## config.mk

```make
export PLATFORM = sky130hd
export DESIGN_NAME = mul_arb
export DESIGN_NICKNAME = d
export VERILOG_FILES = /design/src/rtl/mul_arb.sv
export SDC_FILE = /design/constraint.sdc
export NUM_CORES = 1
export LEC_CHECK = 0
export BUFFER_PORTS_ARGS = -buffer_cell sky130_fd_sc_hd__buf_2
export CORE_MARGIN = 3
export CORE_UTILIZATION = 38
export CTS_CLUSTER_SIZE = 8
export DETAILED_ROUTE_END_ITERATION = 7
export PLACE_DENSITY_LB_ADDON = 0.1
export SETUP_SLACK_MARGIN = 0.02
export SYNTH_ARGS = -nofsm -noshare
export SYNTH_HDL_FRONTEND = slang
export SYNTH_SLANG_ARGS = --single-unit
export TNS_END_PERCENT = 10
```

## constraint.sdc

```tcl
create_clock -name cp2 -period 1.4 [get_ports cp2]
set_clock_uncertainty 0.05 [all_clocks]
set_input_delay 0.14 -clock cp2 [delete_from_list [all_inputs] [get_ports cp2]]
set_output_delay 0.14 -clock cp2 [all_outputs]
set_load 0.05 [all_outputs]
```

## src/rtl/mul_arb.sv

```systemverilog
`default_nettype none
// ============================================================================
//  Module      : mul_arb
//  Description : Shares the two-stage AVR multiplier between the core MUL path
//                and an auxiliary coprocessor port (aux port enabled by the
//                MUL_ARB_AUX_EN macro).
//  Revision    : 1.0 - initial release
// ============================================================================
module mul_arb #(
    parameter int unsigned STARVE_LIMIT = 4
) (
    input  logic        cp2,
    input  logic        ireset,
    input  logic        cp2en,
    input  logic        core_req,
    input  logic [2:0]  core_op,
    input  logic [7:0]  core_rd,
    input  logic [7:0]  core_rr,
    output logic        core_stall,
    output logic        core_done,
    output logic [15:0] core_res,
    output logic        core_c,
    output logic        core_z,
    input  logic        aux_valid,
    output logic        aux_ready,
    input  logic [2:0]  aux_op,
    input  logic [7:0]  aux_rd,
    input  logic [7:0]  aux_rr,
    output logic        aux_rsp_valid,
    input  logic        aux_rsp_ready,
    output logic [15:0] aux_res,
    output logic        aux_c,
    output logic        aux_z,
    output logic        mul_en,
    output logic        mul_fmul,
    output logic        mul_muls,
    output logic        mul_mulsu,
    output logic [7:0]  mul_rd,
    output logic [7:0]  mul_rr,
    input  logic [15:0] mr_in,
    input  logic        mc_in,
    input  logic        mz_in
);

    typedef enum logic [1:0] {
        ST_IDLE    = 2'd0,
        ST_ISSUE   = 2'd1,
        ST_CAPTURE = 2'd2
    } state_t;

    localparam logic c_OWNER_CORE = 1'b0;
    localparam logic c_OWNER_AUX  = 1'b1;

    state_t      r_state;
    state_t      w_next_state;
    logic        r_owner;
    logic [2:0]  r_op;
    logic [7:0]  r_rd;
    logic [7:0]  r_rr;
    logic [15:0] r_core_res;
    logic        r_core_c;
    logic        r_core_z;

    logic        w_grant_core;
    logic        w_grant_aux;
    logic        w_aux_take;
    logic [2:0]  w_sel_op;
    logic [7:0]  w_sel_rd;
    logic [7:0]  w_sel_rr;

`ifdef MUL_ARB_AUX_EN
    localparam logic [3:0] c_STARVE_LIMIT = 4'(STARVE_LIMIT);

    logic [3:0]  r_starve;
    logic        r_aux_rsp_valid;
    logic [15:0] r_aux_res;
    logic        r_aux_c;
    logic        r_aux_z;

    // Aux is held off while the core is pending, unless aux has been starved.
    assign aux_ready = ireset && cp2en && (r_state == ST_IDLE) && !r_aux_rsp_valid
                       && !(core_req && (r_starve < c_STARVE_LIMIT));
    assign w_aux_take = aux_valid && aux_ready;

    assign w_sel_op = w_grant_aux ? aux_op : core_op;
    assign w_sel_rd = w_grant_aux ? aux_rd : core_rd;
    assign w_sel_rr = w_grant_aux ? aux_rr : core_rr;

    assign aux_rsp_valid = r_aux_rsp_valid;
    assign aux_res       = r_aux_res;
    assign aux_c         = r_aux_c;
    assign aux_z         = r_aux_z;

    always_ff @(posedge cp2 or negedge ireset) begin
        if (!ireset) begin
            r_starve        <= 4'd0;
            r_aux_rsp_valid <= 1'b0;
            r_aux_res       <= 16'h0000;
            r_aux_c         <= 1'b0;
            r_aux_z         <= 1'b0;
        end else if (cp2en) begin
            if (r_state == ST_CAPTURE && r_owner == c_OWNER_AUX) begin
                r_aux_rsp_valid <= 1'b1;
                r_aux_res       <= mr_in;
                r_aux_c         <= mc_in;
                r_aux_z         <= mz_in;
            end else if (r_aux_rsp_valid && aux_rsp_ready) begin
                r_aux_rsp_valid <= 1'b0;
            end

            if (!aux_valid || w_grant_aux) begin
                r_starve <= 4'd0;
            end else if (w_grant_core && (r_starve < c_STARVE_LIMIT)) begin
                r_starve <= r_starve + 4'd1;
            end
        end
    end
`else
    logic w_aux_unused;

    assign w_aux_unused  = ^{aux_valid, aux_op, aux_rd, aux_rr, aux_rsp_ready};
    assign aux_ready     = 1'b0;
    assign w_aux_take    = 1'b0;
    assign w_sel_op      = core_op;
    assign w_sel_rd      = core_rd;
    assign w_sel_rr      = core_rr;
    assign aux_rsp_valid = 1'b0;
    assign aux_res       = 16'h0000;
    assign aux_c         = 1'b0;
    assign aux_z         = 1'b0;
`endif

    always_comb begin
        w_next_state = r_state;
        w_grant_core = 1'b0;
        w_grant_aux  = 1'b0;
        mul_en       = 1'b0;
        core_done    = 1'b0;
        case (r_state)
            ST_IDLE: begin
                if (w_aux_take) begin
                    w_grant_aux = 1'b1;
                end else if (core_req && cp2en) begin
                    w_grant_core = 1'b1;
                end
                if (w_grant_aux || w_grant_core) begin
                    w_next_state = ST_ISSUE;
                end
            end
            ST_ISSUE: begin
                mul_en       = cp2en;
                w_next_state = ST_CAPTURE;
            end
            ST_CAPTURE: begin
                core_done    = cp2en && (r_owner == c_OWNER_CORE);
                w_next_state = ST_IDLE;
            end
            default: begin
                w_next_state = ST_IDLE;
            end
        endcase
    end

    always_ff @(posedge cp2 or negedge ireset) begin
        if (!ireset) begin
            r_state    <= ST_IDLE;
            r_owner    <= c_OWNER_CORE;
            r_op       <= 3'b000;
            r_rd       <= 8'h00;
            r_rr       <= 8'h00;
            r_core_res <= 16'h0000;
            r_core_c   <= 1'b0;
            r_core_z   <= 1'b0;
        end else if (cp2en) begin
            r_state <= w_next_state;
            if (w_grant_core || w_grant_aux) begin
                r_owner <= w_grant_aux ? c_OWNER_AUX : c_OWNER_CORE;
                r_op    <= w_sel_op;
                r_rd    <= w_sel_rd;
                r_rr    <= w_sel_rr;
            end
            if (r_state == ST_CAPTURE && r_owner == c_OWNER_CORE) begin
                r_core_res <= mr_in;
                r_core_c   <= mc_in;
                r_core_z   <= mz_in;
            end
        end
    end

    // Mode stays asserted through CAPTURE: the multiplier's fmul shift is combinational.
    assign mul_fmul  = r_op[2];
    assign mul_muls  = r_op[1];
    assign mul_mulsu = r_op[0];
    assign mul_rd    = r_rd;
    assign mul_rr    = r_rr;

    // The product is presented live during the done cycle and held afterwards.
    assign core_res   = core_done ? mr_in : r_core_res;
    assign core_c     = core_done ? mc_in : r_core_c;
    assign core_z     = core_done ? mz_in : r_core_z;
    assign core_stall = core_req && !core_done;

endmodule
`default_nettype wire
```

==> reports/results.ini <==
[outcome]
run_status=finished, violations left
violations=negative setup slack

[clocking]
cts_sinks=39
cts_tree=done
clk_path_buf_depth=2
clk_latency_ps=280
cts_buffers=5
path_clk_slew_ps=70
cts_max_level=2
ctsRootBufferMaster=clkbuf_8

[timing]
fin_ws_ps=-443
tns_ps=-11930
finalSetupViolations=45
fin_crit_sh_pct=132
holdWs_ps=34.9
fin_crit_ps=1840
final_hold_viol_count=0
fmax_mhz=543
slew_viol_final=0
rsz0062_at_grt=true

[layout]
drive_gt1_share_pct=70.4
fillers=395
area_growth_pct=41.9
fin_nets=287
n_antenna_cell=0

[power_and_ir_drop]
vdd_ir_drop_max_v=0.00116
power_density_mw_per_mm2=2370
leakage_nw=1.45
total_power_mw=6.53

[die]
dieArea_mm2=0.00600
rows=25
die_h_um=77.5
ios=122
coreArea_mm2=0.00482
start_util_pct=40.3
die_x_um=77.5

[grt]
grt_pass1_wl_mm=6.81
grt_pass1_vias=1465
grt-ovfl-total=0
grt_max_degree=22
antenna_found_initial=0
grtUsageTotal_pct=14.4

[critical_path]
start_kind=flip-flop
cp_slowest_cell=dfrtp_1
cp.arrival_ps=1650
slowest_delay_ps=380
end_kind=output pin
path_common_cell=buf_8
cp_max_fo=6
crit_required_ps=1210
crit_chain=nand3b_1 -> buf_6 -> buf_8 -> mux2_4 -> buf_8
crit_type=reg -> out

[synthesis]
async_flop_share_pct=100
seq_area_frac_synth_pct=50.3
synthTopCellsByCount=39 x dfrtp_1, 37 x mux2_2, 20 x buf_4
yosysTopAreaCellShare_pct=50.3
ys.flop_type=dfrtp_1
ys_warn_count=0
netlist_instances=130
syn_area_mm2=0.00194
synth_edf_count=0
ys_types=16
ys_top_cells_by_area=dfrtp_1 50%, mux2_2 21%, mux2_4 14%
yosysMostFrequentCell=dfrtp_1
synth_area_leader_cell=dfrtp_1
ys_ff_latch=39
syn_area_per_cell_um2=14.9

[drt]
via_count=1289
wl_per_cell_um=13.7
drtPass1Iterations=2
drc_errors=0
wl_mm=4.02
vias_per_cell=4.40
ant_nets=0
drtIter0Drc=38

[place]
pre_cts_ws_ps=-137
port_buffers=80
dp_hpwl_mm=2.87
gp_congestion=0.683

[job]
drv_cap=0

[min_path]
hp-class=in -> reg

-- where the power goes --
group	switching [mW]	internal, mW
clock	0.361	0.349
combinational	2.38	1.63
sequential	0.231	1.58
total	2.97	3.56
-- layer usage --
metal	global-route usage (%)	part of all wire, %	up-vias
li1	-	-	595
met1	15.0	36	625
met2	27.1	55	65
met3	4.52	8.5	4
met4	4.80	0.97	0
met5	0	0	-
-- metrics by stage --
step           util (%)  cell area, um2  instances
2_1_floorplan         -            2010        149
3_3_place_gp       49.2            2370        277
3_5_place_dp       49.2            2370        277
4_1_cts            56.8            2730        294
5_1_grt            57.2            2760        293
6_report           57.2            2760        293
-- cell usage in the layout (no fill, tap or decap), types with 2 or more instances in the layout --
cell type  netlist  final
clkbuf_8         2      5
buf_6            3     20
conb_1           1     20
clkbuf_1         0      2
inv_1            2      2
buf_4           20      6
buf_8            0      5
dfrtp_1         39     39
buf_2            1     60
mux2_4          18     35
mux2_2          37     20
buf_12           0      2
-- final cells by class --
class / count / area [um2] / area share (%)
sequential: 39 / 976 / 35.4
multi-input combinational: 82 / 883 / 32.1
timing repair buffer: 95 / 723 / 26.2
tap: 67 / 83.8 / 3.04
clock buffer: 7 / 76.3 / 2.77
inverter: 2 / 7.51 / 0.272
clock inverter: 1 / 5.00 / 0.182
-- timing repair --
item,in CTS,in global routing
setup endpoints to repair,43,58
hold endpoints to repair,18,0
gates cloned,3,0
gates resized for setup,55,17
hold buffers,1,0
pin swaps,1,0
setup buffers,5,1
-- worst paths after layout --
| path | start | to | slack [ps] | depth (start not counted) |
|---|---|---|---|---|
| max | r_state[0] | core_res[10] | -440 | 5 |
| min | core_op[2] | r_op[2] | 30 | 2 |
| max reg2reg | r_state[0] | mul_rr[6] | -240 | 5 |
| min reg2reg | mul_rr[5] | mul_rr[5] | 460 | 1 |
| max in group asynchronous | ireset | r_core_res[10] | 540 | 3 |
| min in group asynchronous | ireset | mul_rr[0] | 290 | 2 |
-- kinds of logic (layout without fill, tap and decap cells) --
logic type,after synthesis,after routing,synth area share [%]
multiplexers,56,56,35.9
buffers and inverters,28,105,11.5
AO/OA/AOI/OAI,1,1,0.387
flip-flops,39,39,50.3
AND/OR/NAND/NOR,5,5,1.74
other,1,20,0.193
-- sequential cells by signal (all words and copies together), names as in the netlist --
signal      cells
mul_rr          8
r_core_z        1
r_state         2
r_core_res     16
r_core_c        1
r_op            3
mul_rd          8
-- worst max-delay path: cells and delay by family (launching register included) --
| family | cells | cell delay (ps) |
|---|---|---|
| simple gates | 1 | 240 |
| mux | 1 | 300 |
| buf+inv | 3 | 450 |
| flops | 1 | 380 |
Power figures use the tool's default switching activity.
